==> src/rtl/tinyalu_cmd_issuer_if.sv <==
// rtl/tinyalu_cmd_issuer_if.sv - command, TinyALU and response bus of the command issuer
// master: the issuer (accepts commands, drives the ALU, returns responses)
// slave : the environment (offers commands, acts as the ALU, consumes responses)
// cmd_*  : command stream in (valid/ready)
// alu_*  : TinyALU start/done handshake and operands
// rsp_*  : response stream out (valid/ready)
interface tinyalu_cmd_issuer_if;
  logic        cmd_valid;
  logic        cmd_ready;
  logic [2:0]  cmd_op;
  logic [7:0]  cmd_a;
  logic [7:0]  cmd_b;
  logic        alu_start;
  logic [2:0]  alu_op;
  logic [7:0]  alu_A;
  logic [7:0]  alu_B;
  logic        alu_done;
  logic [15:0] alu_result;
  logic        rsp_valid;
  logic        rsp_ready;
  logic [15:0] rsp_result;
  logic [2:0]  rsp_op;
  logic        rsp_err;

  modport master (
    input  cmd_valid, cmd_op, cmd_a, cmd_b, alu_done, alu_result, rsp_ready,
    output cmd_ready, alu_start, alu_op, alu_A, alu_B, rsp_valid, rsp_result, rsp_op, rsp_err
  );

  modport slave (
    output cmd_valid, cmd_op, cmd_a, cmd_b, alu_done, alu_result, rsp_ready,
    input  cmd_ready, alu_start, alu_op, alu_A, alu_B, rsp_valid, rsp_result, rsp_op, rsp_err
  );
endinterface

==> src/rtl/tinyalu_cmd_issuer.sv <==
// rtl/tinyalu_cmd_issuer.sv - buffers ALU commands and issues them one at a time to the TinyALU
// clk        : rising-edge clock
// reset_n    : asynchronous active-low reset
// bus        : tinyalu_cmd_issuer_if.master (command in, TinyALU handshake, response out)
// fifo_count : current command FIFO occupancy
module tinyalu_cmd_issuer #(
  parameter int DEPTH   = 4,
  parameter int TIMEOUT = 32
) (
  input  logic                   clk,
  input  logic                   reset_n,
  tinyalu_cmd_issuer_if.master   bus,
  output logic [$clog2(DEPTH):0] fifo_count
);

  localparam int AW = $clog2(DEPTH);
  localparam int CW = AW + 1;
  localparam int TW = $clog2(TIMEOUT) + 1;

  localparam logic [2:0] OP_NOP = 3'b000;
  localparam logic [2:0] OP_ILL = 3'b110;
  localparam logic [2:0] OP_RST = 3'b111;

  typedef enum logic [2:0] {S_IDLE, S_BUSY, S_NOP, S_GAP, S_RESP} state_t;

  state_t state, state_next;

  // command FIFO
  logic [18:0]   mem [DEPTH];
  logic [AW-1:0] wr_ptr, rd_ptr;
  logic [CW-1:0] count;
  logic          ready_q;  // holds cmd_ready low until the first clock after reset release
  logic          push, pop;
  logic [2:0]    head_op;
  logic [7:0]    head_a, head_b;

  // operation / response registers
  logic [2:0]    alu_op_q;
  logic [7:0]    alu_a_q, alu_b_q;
  logic [15:0]   rsp_result_q;
  logic [2:0]    rsp_op_q;
  logic          rsp_err_q;
  logic [TW-1:0] tmo_cnt;
  logic          tmo_hit;

  assign bus.cmd_ready = ready_q && (count != CW'(DEPTH));
  assign push          = bus.cmd_valid && bus.cmd_ready;
  assign pop           = (state == S_IDLE) && (count != '0) && !bus.rsp_valid;
  assign {head_op, head_a, head_b} = mem[rd_ptr];
  assign fifo_count    = count;
  // last cycle of the start window; done in the same cycle still wins
  assign tmo_hit       = (tmo_cnt == TW'(TIMEOUT - 1));

  always_ff @(posedge clk) begin
    if (push) mem[wr_ptr] <= {bus.cmd_op, bus.cmd_a, bus.cmd_b};
  end

  always_ff @(posedge clk or negedge reset_n) begin
    if (!reset_n) begin
      wr_ptr  <= '0;
      rd_ptr  <= '0;
      count   <= '0;
      ready_q <= 1'b0;
    end else begin
      ready_q <= 1'b1;
      if (push) wr_ptr <= wr_ptr + 1'b1;
      if (pop)  rd_ptr <= rd_ptr + 1'b1;
      case ({push, pop})
        2'b10:   count <= count + 1'b1;
        2'b01:   count <= count - 1'b1;
        default: count <= count;
      endcase
    end
  end

  // FSM: state register
  always_ff @(posedge clk or negedge reset_n) begin
    if (!reset_n) state <= S_IDLE;
    else          state <= state_next;
  end

  // FSM: next state
  always_comb begin
    state_next = state;
    case (state)
      S_IDLE: begin
        if (pop) begin
          case (head_op)
            OP_NOP:         state_next = S_NOP;
            OP_RST, OP_ILL: state_next = S_RESP;
            default:        state_next = S_BUSY;
          endcase
        end
      end
      S_BUSY:  if (bus.alu_done || tmo_hit) state_next = S_GAP;
      S_NOP:   state_next = S_RESP;
      S_GAP:   state_next = S_RESP;
      S_RESP:  if (bus.rsp_ready) state_next = S_IDLE;
      default: state_next = S_IDLE;
    endcase
  end

  // FSM: outputs (decoded from state so reset clears them asynchronously)
  always_comb begin
    bus.alu_start  = (state == S_BUSY) || (state == S_NOP);
    bus.rsp_valid  = (state == S_RESP);
    bus.alu_op     = alu_op_q;
    bus.alu_A      = alu_a_q;
    bus.alu_B      = alu_b_q;
    bus.rsp_result = rsp_result_q;
    bus.rsp_op     = rsp_op_q;
    bus.rsp_err    = rsp_err_q;
  end

  always_ff @(posedge clk or negedge reset_n) begin
    if (!reset_n) begin
      alu_op_q     <= '0;
      alu_a_q      <= '0;
      alu_b_q      <= '0;
      rsp_result_q <= '0;
      rsp_op_q     <= '0;
      rsp_err_q    <= 1'b0;
      tmo_cnt      <= '0;
    end else begin
      tmo_cnt <= (state == S_BUSY) ? tmo_cnt + 1'b1 : '0;
      if (pop) begin
        rsp_op_q     <= head_op;
        rsp_result_q <= '0;
        rsp_err_q    <= (head_op == OP_ILL);
        // rst_op and the illegal code never reach the ALU bus
        if (head_op != OP_RST && head_op != OP_ILL) begin
          alu_op_q <= head_op;
          alu_a_q  <= head_a;
          alu_b_q  <= head_b;
        end
      end
      if (state == S_BUSY) begin
        if (bus.alu_done) begin
          rsp_result_q <= bus.alu_result;
          rsp_err_q    <= 1'b0;
        end else if (tmo_hit) begin
          rsp_result_q <= '0;
          rsp_err_q    <= 1'b1;
        end
      end
    end
  end

endmodule

==> src/flat_wrapper.sv <==
// flat-port wrapper written by rule: the top's interface ports become plain ports
module tinyalu_cmd_issuer_flat 
#(
  parameter int DEPTH   = 4,
  parameter int TIMEOUT = 32
)
  (clk, reset_n, fifo_count, bus_cmd_valid, bus_cmd_op, bus_cmd_a, bus_cmd_b, bus_alu_done, bus_alu_result, bus_rsp_ready, bus_cmd_ready, bus_alu_start, bus_alu_op, bus_alu_A, bus_alu_B, bus_rsp_valid, bus_rsp_result, bus_rsp_op, bus_rsp_err);
  tinyalu_cmd_issuer_if bus_i ();
  input  logic clk;
  input  logic reset_n;
  output logic [$clog2(DEPTH):0] fifo_count;
  input wire logic [$bits(bus_i.cmd_valid)-1:0] bus_cmd_valid;
  input wire logic [$bits(bus_i.cmd_op)-1:0] bus_cmd_op;
  input wire logic [$bits(bus_i.cmd_a)-1:0] bus_cmd_a;
  input wire logic [$bits(bus_i.cmd_b)-1:0] bus_cmd_b;
  input wire logic [$bits(bus_i.alu_done)-1:0] bus_alu_done;
  input wire logic [$bits(bus_i.alu_result)-1:0] bus_alu_result;
  input wire logic [$bits(bus_i.rsp_ready)-1:0] bus_rsp_ready;
  output wire logic [$bits(bus_i.cmd_ready)-1:0] bus_cmd_ready;
  output wire logic [$bits(bus_i.alu_start)-1:0] bus_alu_start;
  output wire logic [$bits(bus_i.alu_op)-1:0] bus_alu_op;
  output wire logic [$bits(bus_i.alu_A)-1:0] bus_alu_A;
  output wire logic [$bits(bus_i.alu_B)-1:0] bus_alu_B;
  output wire logic [$bits(bus_i.rsp_valid)-1:0] bus_rsp_valid;
  output wire logic [$bits(bus_i.rsp_result)-1:0] bus_rsp_result;
  output wire logic [$bits(bus_i.rsp_op)-1:0] bus_rsp_op;
  output wire logic [$bits(bus_i.rsp_err)-1:0] bus_rsp_err;
  assign bus_i.cmd_valid = bus_cmd_valid;
  assign bus_i.cmd_op = bus_cmd_op;
  assign bus_i.cmd_a = bus_cmd_a;
  assign bus_i.cmd_b = bus_cmd_b;
  assign bus_i.alu_done = bus_alu_done;
  assign bus_i.alu_result = bus_alu_result;
  assign bus_i.rsp_ready = bus_rsp_ready;
  assign bus_cmd_ready = bus_i.cmd_ready;
  assign bus_alu_start = bus_i.alu_start;
  assign bus_alu_op = bus_i.alu_op;
  assign bus_alu_A = bus_i.alu_A;
  assign bus_alu_B = bus_i.alu_B;
  assign bus_rsp_valid = bus_i.rsp_valid;
  assign bus_rsp_result = bus_i.rsp_result;
  assign bus_rsp_op = bus_i.rsp_op;
  assign bus_rsp_err = bus_i.rsp_err;
  tinyalu_cmd_issuer #(.DEPTH(DEPTH), .TIMEOUT(TIMEOUT)) u_core (.clk(clk), .reset_n(reset_n), .bus(bus_i), .fifo_count(fifo_count));
endmodule
==> config.mk <==
export PLATFORM = sky130hd
export DESIGN_NAME = tinyalu_cmd_issuer_flat
export DESIGN_NICKNAME = d
export VERILOG_FILES = /design/src/rtl/tinyalu_cmd_issuer_if.sv /design/src/rtl/tinyalu_cmd_issuer.sv /design/src/flat_wrapper.sv
export SDC_FILE = /design/constraint.sdc
export NUM_CORES = 1
export LEC_CHECK = 0
export CORE_AREA = 2 2 130 81
export CTS_CLUSTER_SIZE = 12
export DETAILED_ROUTE_END_ITERATION = 16
export DIE_AREA = 0 0 132 83
export GPL_TIMING_DRIVEN = 0
export PLACE_DENSITY_LB_ADDON = 0.25
export SYNTH_ARGS = -nofsm -noshare
export SYNTH_HDL_FRONTEND = slang
export SYNTH_SLANG_ARGS = --single-unit
==> constraint.sdc <==
create_clock -name clk -period 2.65 [get_ports clk]
set_clock_uncertainty 0.05 [all_clocks]
set_input_delay 0.265 -clock clk [delete_from_list [all_inputs] [get_ports clk]]
set_output_delay 0.265 -clock clk [all_outputs]
set_load 0.02 [all_outputs]
==> reports/results.env, run 1 <==
HOLD_VIOL=0
UNREPAIRED_SETUP_ENDPOINTS_AFTER_GLOBAL_ROUTING='no'
COUNT_OF_STATE_ELEMENTS_AFTER_SYNTHESIS=132
FINAL_NON_FILLER_CELLS=536
RUN_STATUS='completed'
GRT_MAX_DEGREE=41
CTS_SETUP_BUFFERS=0
GLOBAL_ROUTE.USAGE.TOTAL=0.1924
GRT_FIRST_PASS_WIRELENGTH_UM=15780
WORSTHOLDPATHTYPE='in2async'
VIAS=2789
INITIALDRTVIOLATIONCOUNT=145
HTREEDEPTH=4
SHARE_OF_CELLS_ABOVE_DRIVE_STRENGTH_1=0.2070
NUM_ROWS=28
TOTAL_GRT_OVERFLOW=0
SYN-NUM-NETS=331
WORST_SKEW_PAIR.LATE_LATENCY_NS=0.41
SYNTH_AREA_LEADERS='sky130_fd_sc_hd__edfxtp_1 (45%), sky130_fd_sc_hd__dfrtp_1 (28%), sky130_fd_sc_hd__mux4_2 (8.4%)'
PATH_CLASS='reg2reg'
CP_REQUIRED_NS=2.93
CHIPWIDTH_UM=132
CTS_TREE='yes'
SYNTH_TOP_AREA_SHARE=0.4492
FINAL.MIN_CLOCK_PERIOD_NS=2.485
PORT_BUFFERS=84
TIMING.FMAX_MHz=402.4
CAP_VIOL_MAX_COUNT=0
DRT-MET1-WL_UM=4524
GRT_PASS1_VIAS=2984
WL_PER_CELL_UM=17.80
CTS.REPORTEDPATHS.CLKPINSLEW_NS=0.06
TRITONCTS.NUM_BUFFERS=17
SYN_AREA_MM2=0.005081
CTS_BUFFER_DEPTH=2
N_FILL_CELL=653
IO-PIN-COUNT=85
SETUP-VIOLATIONS-FINAL=0
COUNT_OF_INSERTED_ANTENNA_DIODE_CELLS=0
MET3WIRELENGTH_UM=314
FF2FF_SETUP_SLACK_NS=0.17
WORSTMARGINPINSLEW_NS=1.039
SYNTH.YOSYS.SEQ_AREA_SHARE=0.7249
CTS.SINKS=132
FINAL_ANTENNA_NET_COUNT=0
LAYOUT_COMMONEST_CELL='sky130_fd_sc_hd__clkdlybuf4s50_1'
PLACE_CONGESTION=0.7518
WORST_R2R_ENDPOINT='u_core.fifo_count[2]'
VDD.IR_DROP.WORST_mV=0.6179
SLEW_VIOL_FINAL=0
POWER_DENSITY_mW_PER_MM2=1221
ROUTE.MET2.WL_UM=4602
GRT_ANTENNA_BEFORE_REPAIR=0
SYNTHESIS.INSTANCES=284
AVGSYNTHCELLAREA_UM2=17.89
AREA_GROWTH_PCT=32.21
ROUTE.TOP_LAYER_USED='met4'
PLACEABLECOREAREA_MM2=0.009704
HPWL_UM=6341
TIMING.REG2REG.WORST_PATH_DEPTH=8
DIE_HEIGHT_UM=83
DRTPASS1ITERATIONS=4
FIN_TOTAL_PWR_uW=8201
LAYOUT_WORST_PATH_CYCLE_SHARE=0.9377
WORST-ENDPOINT-ARRIVAL_NS=2.76
ROOT_BUFFER='sky130_fd_sc_hd__clkbuf_16'
PLACED_CELLS_INCL_TAPS=504
SETUP.WORST_PATH.START_CLASS='register'
DESIGN.DIE.AREA_MM2=0.01096
POSTROUTEWIRELENGTH_UM=9539
SYNTHDOMINANTAREACELLTYPE='sky130_fd_sc_hd__edfxtp_1'
INITIAL_CORE_UTILIZATION=0.5236
CRITPATHCAPTURETYPE='register'
FIN_TNS_SETUP_NS=0
YS_TYPES=39
VIAS_PER_CELL=5.203
DRT_DRC_VIOLATIONS_LEFT=0
WORST_FLOP_TO_FLOP_PATH_STARTPOINT='u_core.state[2]'
YS_WARN_COUNT=0
CRIT_FANOUT=12
FINAL_CELL_MIX='sky130_fd_sc_hd__clkdlybuf4s50_1 (83), sky130_fd_sc_hd__edfxtp_1 (76), sky130_fd_sc_hd__dfrtp_1 (56)'
POWER_LEAKAGE_uW=0.002584
NETS=435
MAX_SLEW_MARGIN=0.3071
-- cells in the mapped netlist, drive strengths merged --
master and number:
ha 6, buf 10, o22a 2, a31oi 1
conb 1, a41oi 1, and2 2, dfrtp 56
xor2 4, or4 2, nand3b 1, and3 6
nand2 13, xnor2 6, or3 1, a21oi 4
or3b 1, nor2b 2, fa 1, nor2 12
nand3 3, nor3b 2, o21ai 2, nor3 3
o21a 1, mux2i 1, edfxtp 76, clkbuf 2
mux2 18, inv 9, mux4 19, a22o 16
-- cells by family after synthesis --
family | synth area share
other | 0.0007380
buffers and inverters | 0.01945
multiplexers | 0.1261
flip-flops | 0.7249
AO/OA/AOI/OAI | 0.04137
XOR/XNOR | 0.01724
AND/OR/NAND/NOR | 0.05147
adder cells (fa/ha/maj) | 0.01871
-- worst max-delay path: stages, from the launching register on --
cell,delay [ns]
sky130_fd_sc_hd__dfrtp_1,0.45
sky130_fd_sc_hd__or4_4,0.69
sky130_fd_sc_hd__inv_2,0.16
sky130_fd_sc_hd__ha_1,0.20
sky130_fd_sc_hd__inv_1,0.06
sky130_fd_sc_hd__fa_1,0.37
sky130_fd_sc_hd__xor2_1,0.15
sky130_fd_sc_hd__nor2_1,0.12
sky130_fd_sc_hd__xor2_1,0.16
-- worst max path at each step --
stage                    startpoint                         to  depth (start not counted)
2_1_floorplan  u_core.fifo_count[0]       u_core.fifo_count[2]                         10
5_1_grt             u_core.state[0]       u_core.fifo_count[2]                          9
3_3_place_gp                reset_n  u_core.bus.rsp_result[12]                          1
4_1_cts             u_core.state[2]       u_core.fifo_count[2]                          9
6_report            u_core.state[2]       u_core.fifo_count[2]                          8
3_5_place_dp        u_core.state[2]       u_core.fifo_count[2]                          9
-- routing by layer --
metal	up-vias	global-route usage
li1	1294	-
met1	1432	0.2656
met2	54	0.2945
met3	9	0.05250
met4	0	0.07609
met5	-	0
-- state kept, by name (all words and copies together), names as in the netlist --
name and flops:
u_core.bus.alu_A 8, u_core.mem 76, u_core.bus.alu_B 8, u_core.fifo_count 3, u_core.wr_ptr 2, u_core.ready_q 1
u_core.state 3, u_core.bus.alu_op 3, u_core.bus.rsp_result 16, u_core.bus.rsp_op 3, u_core.bus.rsp_err 1, u_core.rd_ptr 2
u_core.tmo_cnt 6
-- power by group --
group / internal, µW / switching [µW]
logic: 1450 / 1440
clock network: 1490 / 887
registers: 2690 / 258
-- final cells by class --
type,instances,area (µm²),area share
sequential,132,3684,0.5483
multi-input combinational,131,1299,0.1933
timing repair buffer,86,865.8,0.1289
clock buffer,17,425.4,0.06333
clock inverter,15,181.4,0.02701
tap,135,168.9,0.02514
buffer,11,60.06,0.008940
inverter,9,33.78,0.005029
-- stage by stage --
stage	hold slack [ns]	cell area (µm²)	utilization	setup slack, ns
finish	0.2988	6718	0.6922	0.1651
global route	0.3326	6718	0.6922	0.01219
CTS	0.3015	6723	0.6928	0.03673
detailed placement	0.2015	6106	0.6292	-0.0003044
global placement	0.4127	6091	0.6276	-0.5805
floorplan	-0.08059	5081	-	0.1632
-- what timing repair did --
item | 4_1_cts | 5_1_grt
hold buffers | 1 | 0
setup endpoints to repair | 1 | 1
hold endpoints to repair | 16 | 0
gates resized for setup | 1 | 0
Power figures use the tool's default switching activity.
==> run 2: changes to the inputs <==
- CTS_CLUSTER_DIAMETER: default -> 150
==> results of run 2 <==
Same layout as run 1: the final DEF is identical, and so are final timing and power.
==> run 3: changes to the inputs <==
- ABC_AREA: default -> 1
- CORE_AREA: 2 2 130 81 -> 2 2 133 83
- DIE_AREA: 0 0 132 83 -> 0 0 135 85
==> run 3 against run 2 <==
Net effect: die area up 4.7%; core utilization fell by 0.99 points; critical path depth up 3; via count rose by 34%; flip-flop and latch count unchanged; combinational power grew 28%; sequential power about the same; worst hold slack better by 0.043 ns; clock power decreased by 5%; largest cell class unchanged.
==> reports/results.env, run 3 <==
SYN-NUM-NETS=516
FF2FF_SETUP_SLACK_NS=0.24
FINAL_CELL_MIX='sky130_fd_sc_hd__nand2_1 (84), sky130_fd_sc_hd__clkdlybuf4s50_1 (83), sky130_fd_sc_hd__edfxtp_1 (76)'
CRIT_PATH_TOP_DELAY_CELL='sky130_fd_sc_hd__dfrtp_1'
FIN_TOTAL_PWR_uW=8916
DIE_HEIGHT_UM=85
CTS_SETUP_BUFFERS=0
RUN_STATUS='completed'
PATH_CLASS='reg2reg'
PORT_BUFFERS=84
CPPEAKSTAGEDELAY_NS=0.39
COUNT_OF_INSERTED_ANTENNA_DIODE_CELLS=0
LARGEST_FAMILY_OF_LOGIC_CELLS_BY_SYNTHESIZED_AREA='simple AND/OR/NAND/NOR gates'
TIMING.REG2REG.WORST_PATH_DEPTH=11
UNREPAIRED_SETUP_ENDPOINTS_AFTER_GLOBAL_ROUTING='no'
SYNTH_COMMONEST_CELLS='sky130_fd_sc_hd__nand2_1 (84), sky130_fd_sc_hd__edfxtp_1 (76), sky130_fd_sc_hd__nor2_1 (59), sky130_fd_sc_hd__dfrtp_1 (56), sky130_fd_sc_hd__o21ai_0 (55)'
SYNTHDOMINANTAREACELLTYPE='sky130_fd_sc_hd__edfxtp_1'
IO-PIN-COUNT=85
CAP_VIOL_MAX_COUNT=0
REGISTER_AREA_MM2=0.003684
MULTIINPUTGATEAREA_MM2=0.001376
SYNTHARSTFLOPSHARE=0.4242
YS_TYPES=29
N_FILL_CELL=753
WL_PER_CELL_UM=16.77
DOMINANTREGCELLSYNTH='sky130_fd_sc_hd__edfxtp_1'
VDD.IR_DROP.WORST_mV=0.5795
CP_REQUIRED_NS=2.89
SYNTH_AREA_LEADERS='sky130_fd_sc_hd__edfxtp_1 (43%), sky130_fd_sc_hd__dfrtp_1 (26%), sky130_fd_sc_hd__nand2_1 (5.9%)'
TOTAL_GRT_OVERFLOW=0
POWER_DENSITY_mW_PER_MM2=1268
SYNTHMUXAREASHARE=0
WORSTHOLDPATHTYPE='in2async'
COUNT_OF_STATE_ELEMENTS_AFTER_SYNTHESIS=132
DRT_DRC_VIOLATIONS_LEFT=0
SYNTH_FA_HA_AREA_FRAC=0.01789
TIMING.CRITICAL_PATH.MAX_DELAY_FAMILY='adder cells'
MAX_SLEW_MARGIN=0.6067
SETUP.WORST_PATH.START_CLASS='register'
TRITONCTS.NUM_BUFFERS=17
CRITPATHCAPTURETYPE='register'
SYN_AREA_MM2=0.005314
WORST_R2R_ENDPOINT='u_core.fifo_count[2]'
VIAS_PER_CELL=5.115
HPWL_UM=8365
INITIAL_CORE_UTILIZATION=0.5157
LARGEST-REGISTER='u_core.mem'
WORST_FLOP_TO_FLOP_PATH_STARTPOINT='u_core.state[1]'
FIN_TNS_SETUP_NS=0
CHIPWIDTH_UM=135
LARGEST_REG_FLOPS=76
SETUP-VIOLATIONS-FINAL=0
TIMING.FMAX_MHz=414.7
CRIT_CHAIN='inv_1, nand2_2, nor2_4, nand2_4, inv_2, ha_1, inv_1, fa_1, a21oi_1, o21ai_0, xor2_1'
DESIGN.DIE.AREA_MM2=0.01148
HTREEDEPTH=4
GRT_PASS1_VIAS=3743
YS_WARN_COUNT=0
POWER_LEAKAGE_uW=0.002834
POSTROUTEWIRELENGTH_UM=12220
FINAL.MIN_CLOCK_PERIOD_NS=2.411
GLOBAL_ROUTE.USAGE.TOTAL=0.2327
SYNTH_EDF_COUNT=76
LAYOUT_WORST_PATH_CYCLE_SHARE=0.9100
NETS=624
SHARE_OF_CELLS_ABOVE_DRIVE_STRENGTH_1=0.1051
SYNTH_TOP_AREA_SHARE=0.4295
FINAL_ANTENNA_NET_COUNT=0
YOSYS.AREA_SHARE.XOR_XNOR=0.006593
GRT_MAX_DEGREE=33
INITIALDRTVIOLATIONCOUNT=358
WORST-ENDPOINT-ARRIVAL_NS=2.65
COMPLEX_GATE_FRACTION_OF_THE_SYNTHESIZED_AREA=0.07864
YOSYSMOSTFREQUENTCELL='sky130_fd_sc_hd__nand2_1'
SYNTHESIS.INSTANCES=469
SLEW_VIOL_FINAL=0
DRTPASS1ITERATIONS=5
HOLD_VIOL=0
CTS.SINKS=132
CRIT_TOP_CELL='sky130_fd_sc_hd__inv_1'
CTS.REPORTEDPATHS.CLKPINSLEW_NS=0.05
AREA_GROWTH_PCT=32.33
SYNTH.YOSYS.SEQ_AREA_SHARE=0.6932
PLACEABLECOREAREA_MM2=0.01030
VIAS=3729
GRT_ANTENNA_BEFORE_REPAIR=0
WORST_SKEW_PAIR.LATE_LATENCY_NS=0.42
GRT_FIRST_PASS_WIRELENGTH_UM=19490
CTS_TREE='yes'
AVGSYNTHCELLAREA_UM2=11.33
PLACE_CONGESTION=0.7543
LAYOUT_COMMONEST_CELL='sky130_fd_sc_hd__nand2_1'
NUM_ROWS=29
PATH_BUF_INV=3
ROOT_BUFFER='sky130_fd_sc_hd__clkbuf_16'
WORSTMARGINPINSLEW_NS=0.5900
CTS_BUFFER_DEPTH=2
POST_SYNTH_AND_OR_NAND_NOR_AREA_FRACTION=0.1533
CRIT_FANOUT=13
-- run 3: layer usage --
metal	wire (µm)	track usage	share of wire	up-vias
met4	112	0.08902	0.0092	0
met2	5534	0.3443	0.45	136
met1	5674	0.3282	0.46	1778
li1	-	-	-	1802
met3	900	0.07049	0.074	13
met5	0	0	0	-
-- run 3: repair_timing --
item	CTS	global route
hold buffers	1	0
setup endpoints to repair	0	1
hold endpoints to repair	24	0
gates resized for setup	0	0
-- run 3: stage by stage --
step / util / setup WS, ns / instances / hold WS, ns / cell area (µm²)
2_1_floorplan: - / -0.03346 / 469 / -0.08059 / 5314
3_3_place_gp: 0.6141 / -0.4050 / 692 / 0.3953 / 6329
3_5_place_dp: 0.6260 / 0.1747 / 697 / 0.2533 / 6451
4_1_cts: 0.6829 / 0.1342 / 730 / 0.3601 / 7037
5_1_grt: 0.6824 / 0.07324 / 729 / 0.3828 / 7032
6_report: 0.6824 / 0.2386 / 729 / 0.3419 / 7032
-- run 3: power breakdown --
group	internal (µW)	switching (µW)
logic	1410	2280
clock network	1420	831
registers	2710	272
total	5530	3380
-- run 3: cells by family (layout without fill, tap and decap cells) --
kind of cell    after synthesis  in the layout
simple gates                187            187
flops                       132            132
compound gates               79             79
buf+inv                      59            180
fa+ha+maj                     7              7
xor+xnor                      4              4
other cells                   1              1
-- run 3: cell type report --
cell class,instances,area share
clock buffers,23,0.07117
plain buffers,17,0.01459
repair buffers,90,0.1370
flip-flops and latches,132,0.5238
clock inverters,9,0.01068
inverters,41,0.02224
multi-input cells,278,0.1957
well taps,139,0.02473
-- run 3: worst max path at each step --
stage                                     from                    to  slack [ns]  cells after the start
after floorplan           u_core.fifo_count[0]      u_core.mem[0][0]       -0.03                      4
after global placement                 reset_n      u_core.wr_ptr[0]       -0.40                      1
after CTS                      u_core.state[2]  u_core.fifo_count[2]        0.13                     12
after global routing           u_core.state[2]  u_core.fifo_count[2]        0.07                     11
after detailed placement       u_core.state[1]  u_core.fifo_count[2]        0.17                     12
final                          u_core.state[1]  u_core.fifo_count[2]        0.24                     11
